### config.mk
export PLATFORM = sky130hd
export DESIGN_NAME = seq_copy_engine
export DESIGN_NICKNAME = d
export VERILOG_FILES = /design/src/rtl/seq_copy_pkg.sv /design/src/rtl/seq_copy_alu.sv /design/src/rtl/std_reg.sv /design/src/rtl/seq_copy_engine.sv
export SDC_FILE = /design/constraint.sdc
export NUM_CORES = 1
export LEC_CHECK = 0
export ABC_AREA = 1
export CORE_ASPECT_RATIO = 0.5
export CORE_MARGIN = 2
export CORE_UTILIZATION = 40
export DETAILED_ROUTE_END_ITERATION = 10
export GPL_TIMING_DRIVEN = 0
export HOLD_SLACK_MARGIN = 0.12
export SLEW_MARGIN = 20
export SYNTH_ARGS = -nofsm -noshare
export SYNTH_HDL_FRONTEND = slang
export SYNTH_SLANG_ARGS = --single-unit
### constraint.sdc
create_clock -name clk -period 2.7 [get_ports clk]
set_input_delay 0.27 -clock clk [delete_from_list [all_inputs] [get_ports clk]]
set_output_delay 0.27 -clock clk [all_outputs]
set_load 0.01 [all_outputs]
### src/rtl/seq_copy_pkg.sv
// rtl/seq_copy_pkg.sv - shared states, op codes and timing constants for the copy engine
package seq_copy_pkg;

  typedef enum logic [2:0] {
    IDLE   = 3'd0,
    LOAD   = 3'd1,
    XFER   = 3'd2,
    COMMIT = 3'd3,
    FIN    = 3'd4
  } state_t;

  // Code 3 is reserved and decodes as a plain copy.
  typedef enum logic [1:0] {
    OP_COPY = 2'd0,
    OP_ADD  = 2'd1,
    OP_SCAN = 2'd2
  } op_t;

  localparam int ELEM_CYCLES = 4;

endpackage

### src/rtl/seq_copy_alu.sv
// rtl/seq_copy_alu.sv - per-element transform; all arithmetic wraps at WIDTH bits
module seq_copy_alu
  import seq_copy_pkg::*;
#(
  parameter int WIDTH = 32
) (
  input  logic [1:0]       op_i,
  input  logic [WIDTH-1:0] b_i,
  input  logic [WIDTH-1:0] bias_i,
  input  logic [WIDTH-1:0] sum_i,
  output logic [WIDTH-1:0] c_next_o,
  output logic [WIDTH-1:0] sum_next_o
);

  always_comb begin
    c_next_o   = b_i;
    sum_next_o = sum_i;
    case (op_i)
      OP_ADD: c_next_o = b_i + bias_i;
      OP_SCAN: begin
        c_next_o   = sum_i + b_i;
        sum_next_o = sum_i + b_i;
      end
      default: c_next_o = b_i;
    endcase
  end

endmodule

### src/rtl/std_reg.sv
// rtl/std_reg.sv - holding register with write enable and sync active-low clear
module std_reg #(
  parameter int WIDTH = 32
) (
  input  logic             clk,
  input  logic             reset,
  input  logic [WIDTH-1:0] in_i,
  input  logic             write_en_i,
  output logic [WIDTH-1:0] out_o
);

  logic [WIDTH-1:0] val_q;

  always_ff @(posedge clk) begin
    if (!reset) begin
      val_q <= '0;
    end else if (write_en_i) begin
      val_q <= in_i;
    end
  end

  assign out_o = val_q;

endmodule

### src/rtl/seq_copy_engine.sv
// rtl/seq_copy_engine.sv - go/done sequencer streaming len elements memory-to-memory via b and c
module seq_copy_engine
  import seq_copy_pkg::*;
#(
  parameter int WIDTH    = 32,
  parameter int SIZE     = 16,
  parameter int IDX_SIZE = 4
) (
  input  logic                clk,
  input  logic                reset,
  input  logic                go,
  input  logic [IDX_SIZE:0]   len,
  input  logic [1:0]          op,
  input  logic [WIDTH-1:0]    bias,
  output logic                done,
  output logic [IDX_SIZE-1:0] in_addr0,
  output logic                in_clk,
  input  logic [WIDTH-1:0]    in_read_data,
  output logic [IDX_SIZE-1:0] out_addr0,
  output logic [WIDTH-1:0]    out_write_data,
  output logic                out_write_en,
  output logic                out_clk,
  input  logic                out_done
);

  localparam logic [IDX_SIZE:0] SIZE_L = (IDX_SIZE + 1)'(SIZE);

  state_t              state_q, state_d;
  logic [IDX_SIZE-1:0] idx_q, idx_d;
  logic [WIDTH-1:0]    sum_q, sum_d;
  logic [IDX_SIZE:0]   len_q, len_d;
  logic [1:0]          op_q, op_d;
  logic [WIDTH-1:0]    bias_q, bias_d;

  logic [WIDTH-1:0]    b_val, c_val, c_next, sum_next;
  logic                last_elem;

  std_reg #(.WIDTH(WIDTH)) u_b (
    .clk        (clk),
    .reset      (reset),
    .in_i       (in_read_data),
    .write_en_i (state_q == LOAD),
    .out_o      (b_val)
  );

  std_reg #(.WIDTH(WIDTH)) u_c (
    .clk        (clk),
    .reset      (reset),
    .in_i       (c_next),
    .write_en_i (state_q == XFER),
    .out_o      (c_val)
  );

  seq_copy_alu #(.WIDTH(WIDTH)) u_alu (
    .op_i       (op_q),
    .b_i        (b_val),
    .bias_i     (bias_q),
    .sum_i      (sum_q),
    .c_next_o   (c_next),
    .sum_next_o (sum_next)
  );

  assign last_elem = ({1'b0, idx_q} == (len_q - (IDX_SIZE + 1)'(1)));

  always_comb begin
    state_d = state_q;
    idx_d   = idx_q;
    sum_d   = sum_q;
    len_d   = len_q;
    op_d    = op_q;
    bias_d  = bias_q;
    case (state_q)
      IDLE: begin
        if (go) begin
          len_d   = (len > SIZE_L) ? SIZE_L : len;
          op_d    = op;
          bias_d  = bias;
          idx_d   = '0;
          sum_d   = '0;
          state_d = (len == '0) ? FIN : LOAD;
        end
      end
      LOAD: state_d = XFER;
      XFER: begin
        sum_d   = sum_next;
        state_d = COMMIT;
      end
      // Write stays asserted until the memory acknowledges; a repeat write is harmless.
      COMMIT: begin
        if (out_done) begin
          if (last_elem) begin
            state_d = FIN;
          end else begin
            idx_d   = idx_q + IDX_SIZE'(1);
            state_d = LOAD;
          end
        end
      end
      FIN:     state_d = IDLE;
      default: state_d = IDLE;
    endcase
  end

  always_ff @(posedge clk) begin
    if (!reset) begin
      state_q <= IDLE;
      idx_q   <= '0;
      sum_q   <= '0;
      len_q   <= '0;
      op_q    <= '0;
      bias_q  <= '0;
    end else begin
      state_q <= state_d;
      idx_q   <= idx_d;
      sum_q   <= sum_d;
      len_q   <= len_d;
      op_q    <= op_d;
      bias_q  <= bias_d;
    end
  end

  assign done           = (state_q == FIN);
  assign in_addr0       = (state_q == LOAD) ? idx_q : '0;
  assign out_write_en   = (state_q == COMMIT);
  assign out_addr0      = (state_q == COMMIT) ? idx_q : '0;
  assign out_write_data = (state_q == COMMIT) ? c_val : '0;
  assign in_clk         = clk;
  assign out_clk        = clk;

endmodule

---- Yosys cells after proc, flatten, opt, wreduce, memory -nomap -nowiden ----
Cells that the tools add are included.
operators by class
  add/sub/neg operators ................... 4
  $mul .................................... 0
  div/mod/pow operators ................... 0
  order comparisons ....................... 1
  equal/unequal tests ..................... 11
  shift operators ......................... 0
  mux-type cells .......................... 17
  bitwise logic cells ..................... 0
  reductions and logical operators ........ 8
operators with widths
  operator                                                                count
  32-bit one-hot mux with 2 select lines                                  2
  32-bit two-way mux                                                      3
  32-bit adder                                                            2
  4-bit two-way mux                                                       5
  3-bit two-way mux                                                       4
  3-bit one-hot mux with 4 select lines                                   1
  4-bit one-hot mux with 2 select lines                                   1
  3-bit by 2-bit equality test with 1-bit output (second input constant)  2
  4-bit by 5-bit equality test with 1-bit output                          1
  5-bit greater-than comparator (second input constant)                   1
  5-bit logical NOT                                                       1
  5-bit two-way mux                                                       1
  5-bit by 1-bit subtractor with 5-bit output (second input constant)     1
  4-bit by 1-bit adder with 4-bit output (second input constant)          1
  2-bit by 1-bit != test with 1-bit output (second input constant)        2
  2-bit != test (second input constant)                                   2
  2-bit AND reduction                                                     2
  4-bit AND reduction                                                     1
  2-bit nonzero test                                                      2
  3-bit by 1-bit equality test with 1-bit output (second input constant)  1
  3-bit equality test (second input constant)                             1
  3-bit logical NOT                                                       1
  3-bit AND reduction                                                     1
  2-bit by 1-bit equality test with 1-bit output (second input constant)  1
  2-bit equality test (second input constant)                             1
word-level totals
  bits in registers ....................... 142
  latch bits .............................. 0
  memory bits (writable) .................. 0
  memory bits (read-only) ................. 0
  input bits .............................. 75
  output and inout port bits .............. 44
  logic and storage cells ................. 49
  memories ................................ 0

---- Depth between registers and ports, before layout ----
Gate-level depths: netlist (run 1).
  depth in word-level cells ............... 5
  mapped depth ............................ 15
  depth with buffers taken out ............ 15

---- Hierarchy ----
From an unflattened synthesis (run 1), not the netlist that was laid out.
unflattened totals
  cells, all modules ...................... 2127
  area, all modules ....................... 11806.3 um^2
modules (own cells, without submodules)
  module           instances  cells each  area an instance (um^2)  sequential area each (um^2)
  seq_copy_alu     1          1238        5743.0                   0.0
  seq_copy_engine  1          485         3393.3                   1561.5
  std_reg          2          202         1335.0                   640.6

==> results of run 1 <==
## metrics by stage
stage	power [mW]	cells	setup WS (ns)	hold slack, ns	util [%]
after CTS	9.12	2359	0.0595	0.160	49.5
after floorplan	5.07	1856	0.729	0.362	-
after detailed placement	6.42	2324	0.0759	0.457	46.9
after global routing	9.74	2359	0.0155	0.200	49.6
final	9.23	2359	0.121	0.162	49.6
after global placement	6.42	2324	0.0795	0.455	46.9
## layout make-up
cell class | count | area share, %
multi-input combinational | 1336 | 50.1
timing repair buffer | 115 | 8.72
clock buffer | 25 | 4.35
tap | 352 | 3.34
inverter | 315 | 9.01
buffer | 61 | 1.91
sequential | 142 | 21.6
clock inverter | 13 | 0.969
## cell families (layout without fill, tap and decap cells)
family / after synthesis / after routing / share of synthesized area, %
DFF: 142 / 142 / 26.2
adders and majority gates: 68 / 68 / 7.99
and+or+nand+nor: 968 / 968 / 37.1
xor gates and xnor gates: 21 / 21 / 1.70
AOI/OAI and AO/OA: 279 / 279 / 13.7
buffers and inverters: 378 / 529 / 13.3
## report_power, final
group          internal, mW  switching, mW
combinational          1.13           2.36
clock                  1.67           1.15
sequential             2.44          0.486
## cells in the final DEF, fill, tap and decap left out, types with 21 or more instances in the layout
cell / count
nand3_1: 162
a21oi_1: 205
nor2_1: 132
nand2_1: 607
dfxtp_1: 139
clkbuf_16: 21
clkbuf_1: 50
clkdlybuf4s50_1: 116
o21ai_0: 45
inv_1: 307
ha_1: 66
## sequential cells by signal, indices dropped and copies added (netlist names)
register   count
op_q           2
u_b.out_o     32
len_q          5
sum_q         32
bias_q        32
u_c.out_o     32
state_q        3
idx_q          4
## what timing repair did
item / 4_1_cts / 5_1_grt
gates resized for setup: 4 / 12
endpoints found under the setup margin: 40 / 31
setup buffers: 1 / 0
pin swaps: 1 / 1
## critical path: stages (launching register included)
cell,delay (ns)
dfxtp_4,0.39
inv_2,0.06
nor3_4,0.22
inv_4,0.14
clkbuf_4,0.22
nor2_1,0.15
clkdlybuf4s50_1,0.55
## final timing paths
path	startpoint	to	slack (ns)	depth (start not counted)
hold reg to reg	u_c.out_o[30]	u_c.out_o[30]	0.47	2
setup / recovery	state_q[0]	out_write_data[10]	0.12	6
hold / removal	go	bias_q[0]	0.16	3
setup reg to reg	u_b.out_o[0]	u_c.out_o[30]	0.17	14
## metal layers
metal  track usage (%)  up-vias
met5                 0        -
met4              5.85        0
met3              4.77       25
met2              40.2      360
met1              43.7     5358
li1                  -     6135
==> impl_metrics.env, run 1 <==
export IMPL_critPathCaptureType="output pin"
export IMPL_cp_start_kind="flip-flop"
export IMPL_drtIter0Drc=927
export IMPL_hold_viol_final=0
export IMPL_required_ns=2.43
export IMPL_yosysMostFrequentCell="nand2_1"
export IMPL_crit_type="flip-flop to output pin"
export IMPL_dr_wl_met3_mm=3.26
export IMPL_grt_pass1_vias=10800
export IMPL_grt_max_degree=17
export IMPL_gp_congestion=0.963
export IMPL_rsz0062_at_grt="false"
export IMPL_multiInputGateArea_um2=6590
export IMPL_clkTransAtPathRegs_ns=0.06
export IMPL_layout_drive_gt1_share_pct=3.74
export IMPL_routed_wl_mm=39.6
export IMPL_die_x_um=237
export IMPL_worst_pin_slew_ns=0.863
export IMPL_drv_slew=0
export IMPL_fin_skew_ns=0.0112
export IMPL_first_pass_iters=5
export IMPL_antenna_found_initial=0
export IMPL_ioPinCount=119
export IMPL_dpl_cell_area_um2=12400
export IMPL_top_layer_used="met4"
export IMPL_start_util_pct=40.8
export IMPL_setup_tns_ns=0
export IMPL_dpl_hpwl_mm=32.2
export IMPL_maxCapViolCount=0
export IMPL_fin_nets=2137
export IMPL_grtUsageTotal_pct=28.2
export IMPL_peakVddDrop_v=0.000381
export IMPL_crit_fanout=12
export IMPL_numPortBuffers=116
export IMPL_register_area_um2=2850
export IMPL_synthFlopType="dfxtp_1"
export IMPL_arrival_ns=2.31
export IMPL_die_area_um2=28500
export IMPL_fillerInstances=2847
export IMPL_drtAntennaViolNets=0
export IMPL_syn_nets=1999
export IMPL_p_leak_nw=6.16
export IMPL_fin_area_um2=13200
export IMPL_ys_types=46
export IMPL_fp_coreArea_um2=26500
export IMPL_clock_latency_ns=0.57
export IMPL_cts_tree="done"
export IMPL_period_share_pct=95.5
export IMPL_overflow=0
export IMPL_hold_path_class="input pin to flip-flop"
export IMPL_grt_pass1_wl_mm=60.4
export IMPL_wl_met2_mm=15.4
export IMPL_wl_per_cell_um=16.8
export IMPL_postSynthCellCount=1856
export IMPL_yosys_warnings=0
export IMPL_power_density_nw_per_um2=701
export IMPL_area_delta_synth_final_pct=21.6
export IMPL_yosys_top_cells_count="nand2_1, inv_1, a21oi_1"
export IMPL_vias=11900
export IMPL_synth_ff_latch_count=142
export IMPL_drc=0
export IMPL_die_h_um=120
export IMPL_syn_area_um2=10800
export IMPL_antenna_cells=0
export IMPL_slew_headroom_pct=42.5
export IMPL_met1Wirelength_mm=20.5
export IMPL_synth_edf_count=0
export IMPL_core_rowCount=42
export IMPL_hold_buffers=0
export IMPL_yosys_area_top_type_share_pct=26.2
export IMPL_vias_per_cell=5.04
export IMPL_period_minus_slack_ns=2.58
export IMPL_seq_area_frac_synth_pct=26.2
export IMPL_max_freq_ghz=0.388
export IMPL_synth_top_cell_by_area="dfxtp_1"
export IMPL_syn_avg_cell_area_um2=5.84
export IMPL_status="completed"
export IMPL_finalSetupViolations=0
export IMPL_synth_area_leaders="dfxtp_1, nand2_1, inv_1, a21oi_1, nand3_1"
export IMPL_async_reset_ff_share_pct=0
(Power assumes the default switching activity.)
==> run 2, diff against run 1 <==
ABC_AREA = unset   (was 1)
CORE_MARGIN = unset   (was 2)
==> impl_metrics.env, run 2 <==
export IMPL_peakVddDrop_v=0.000640
export IMPL_die_area_um2=25000
export IMPL_grtUsageTotal_pct=30.5
export IMPL_clkTransAtPathRegs_ns=0.06
export IMPL_layout_drive_gt1_share_pct=17.0
export IMPL_rsz0062_at_grt="true"
export IMPL_clock_power_share_pct=45.6
export IMPL_drc=0
export IMPL_synth_top_cell_by_area="dfxtp_1"
export IMPL_die_x_um=223
export IMPL_violations="negative setup slack"
export IMPL_wl_per_cell_um=21.9
export IMPL_dr_wl_met3_mm=3.14
export IMPL_required_ns=3.14
export IMPL_start_util_pct=41.7
export IMPL_core_rowCount=39
export IMPL_routed_wl_mm=38.0
export IMPL_synth_mux_area_fraction_pct=0.411
export IMPL_critical_path_top_delay_family="compound AO/OA/AOI/OAI gates"
export IMPL_syn_avg_cell_area_um2=7.81
export IMPL_power_mw=6.73
export IMPL_slew_headroom_pct=40.8
export IMPL_synth_area_leaders="dfxtp_1, nand2_1, ha_1, a21boi_0, and2_1"
export IMPL_synthFlopType="dfxtp_1"
export IMPL_yosys_top_cells_count="nand2_1, dfxtp_1, a21boi_0"
export IMPL_period_share_pct=105
export IMPL_wl_met2_mm=15.6
export IMPL_final_cell_mix="nand2_1, dfxtp_1, clkdlybuf4s50_1"
export IMPL_async_reset_ff_share_pct=0
export IMPL_seq_power_share_pct=34.6
export IMPL_drv_slew=0
export IMPL_clock_latency_ns=0.57
export IMPL_p_leak_nw=5.09
export IMPL_syn_nets=1390
export IMPL_finalSetupViolations=16
export IMPL_syn_area_um2=9730
export IMPL_intPower_mw=4.70
export IMPL_final_common_cell="nand2_1"
export IMPL_synthXorXnorAreaFrac_pct=5.13
export IMPL_critPathCaptureType="flip-flop"
export IMPL_synth_edf_count=0
export IMPL_antenna_found_initial=0
export IMPL_setup_ws_ns=-0.124
export IMPL_dpl_hpwl_mm=28.2
export IMPL_hold_path_class="input pin to flip-flop"
export IMPL_hold_viol_final=0
export IMPL_die_h_um=112
export IMPL_seq_area_frac_synth_pct=29.2
export IMPL_slowest_delay_ns=0.42
export IMPL_first_pass_iters=5
export IMPL_maxCapViolCount=0
export IMPL_ioPinCount=119
export IMPL_crit_fanout=3
export IMPL_vias=10100
export IMPL_period_minus_slack_ns=2.82
export IMPL_ys_types=74
export IMPL_yosys_warnings=0
export IMPL_path_cells="buf_6 > ha_4 > inv_2 > fa_2 > nor2b_4 > o2111ai_4 > a21oi_4 > o2111ai_4 > a21oi_4 > nor2_2 > xnor2_1 > a221oi_2 > nor2_1"
export IMPL_comb_power_share_pct=19.8
export IMPL_postSynthCellCount=1247
export IMPL_grt_pass1_vias=9595
export IMPL_crit_type="flip-flop to flip-flop"
export IMPL_synth_ff_latch_count=142
export IMPL_max_freq_ghz=0.354
export IMPL_synth_compound_area_share_pct=27.6
export IMPL_instances_no_fill=1733
export IMPL_fin_nets=1556
export IMPL_cts_tree="done"
export IMPL_fin_skew_ns=0.0156
export IMPL_dp_cells=1672
export IMPL_cp_slowest_cell="fa_2"
export IMPL_arrival_ns=3.27
export IMPL_gp_congestion=1.02
export IMPL_power_density_nw_per_um2=506
export IMPL_top_layer_used="met4"
export IMPL_area_delta_synth_final_pct=36.6
export IMPL_drtIter0Drc=857
export IMPL_fp_coreArea_um2=23300
export IMPL_fillerInstances=2215
export IMPL_grt_pass1_wl_mm=56.4
export IMPL_synthAdderAreaFrac_pct=8.90
export IMPL_crit_buf_inv=2
export IMPL_antenna_cells=0
export IMPL_grt_max_degree=17
export IMPL_numPortBuffers=117
export IMPL_overflow=0
export IMPL_synth_top_family_by_area="compound AO/OA/AOI/OAI gates"
export IMPL_worst_pin_slew_ns=0.888
export IMPL_setup_tns_ns=-0.973
export IMPL_swShare_pct=30.1
export IMPL_drtAntennaViolNets=0
export IMPL_hold_buffers=0
export IMPL_p_sw_mw=2.03
export IMPL_cp_start_kind="flip-flop"
export IMPL_status="finished, violations left"
export IMPL_met1Wirelength_mm=18.7
export IMPL_vias_per_cell=5.82
export IMPL_yosysMostFrequentCell="nand2_1"
export IMPL_whs_ns=0.245
export IMPL_synth_simple_area_share_pct=23.6
export IMPL_yosys_area_top_type_share_pct=29.2
run 2: metrics by stage:
stage	util (%)	area [um2]	setup WS, ns
5_1_grt	57.0	13300	-0.236
3_3_place_gp	48.4	11300	-0.847
6_report	57.0	13300	-0.124
4_1_cts	54.7	12800	-0.141
2_1_floorplan	-	9730	0.0875
3_5_place_dp	48.5	11300	-0.606
run 2: power groups by stage:
stage	combinational (mW)	sequential [mW]	clock, mW
after floorplan	0.720	2.31	0.0610
after global placement	1.15	2.36	0.116
after detailed placement	1.18	2.36	0.116
after CTS	1.24	2.32	3.09
after global routing	1.43	2.34	3.20
final	1.33	2.33	3.07
run 2: cell type report:
cell class	instances	area [um2]	share of cell area (%)
plain buffers	77	433	3.26
clock buffers	28	604	4.54
clock inverters	10	159	1.19
inverters	24	90.1	0.677
multi-input cells	1000	7300	54.9
flip-flops and latches	142	2890	21.7
well taps	307	384	2.89
repair buffers	145	1440	10.8
run 2: path summary, 6_finish.rpt:
check | from | end | slack, ns | cells past startpoint
min reg2reg | u_c.out_o[9] | u_c.out_o[9] | 0.47 | 2
max reg2reg | u_b.out_o[0] | u_c.out_o[22] | -0.12 | 13
min | reset | u_c.out_o[26] | 0.24 | 4
max | u_b.out_o[0] | u_c.out_o[22] | -0.12 | 13
run 2: layer usage:
metal	global-route usage, %	vias to the layer above
li1	-	4777
met1	43.9	4894
met2	43.4	358
met3	9.01	49
met4	8.64	0
met5	0	-
run 2: cell families (layout without fill, tap and decap cells):
family                     Yosys count  in the layout
DFF                                142            142
muxes                                4              4
xor gates and xnor gates            57             57
adders and majority gates           68             68
AOI/OAI and AO/OA                  387            387
buffers and inverters              105            284
and+or+nand+nor                    484            484
run 2: repair_timing:
item	CTS	global route
resized for setup	134	103
pin swaps	42	58
buffers inserted	23	9
setup endpoints to repair	86	85
hold endpoints to repair	0	0
run 2: worst register-to-register path: cells and delay by family (launching register included):
family | cells | cell delay, ns
compound gates | 5 | 1.20
fa+ha+maj | 2 | 0.55
flops | 1 | 0.37
simple gates | 3 | 0.31
buf+inv | 2 | 0.14
xor+xnor | 1 | 0.14
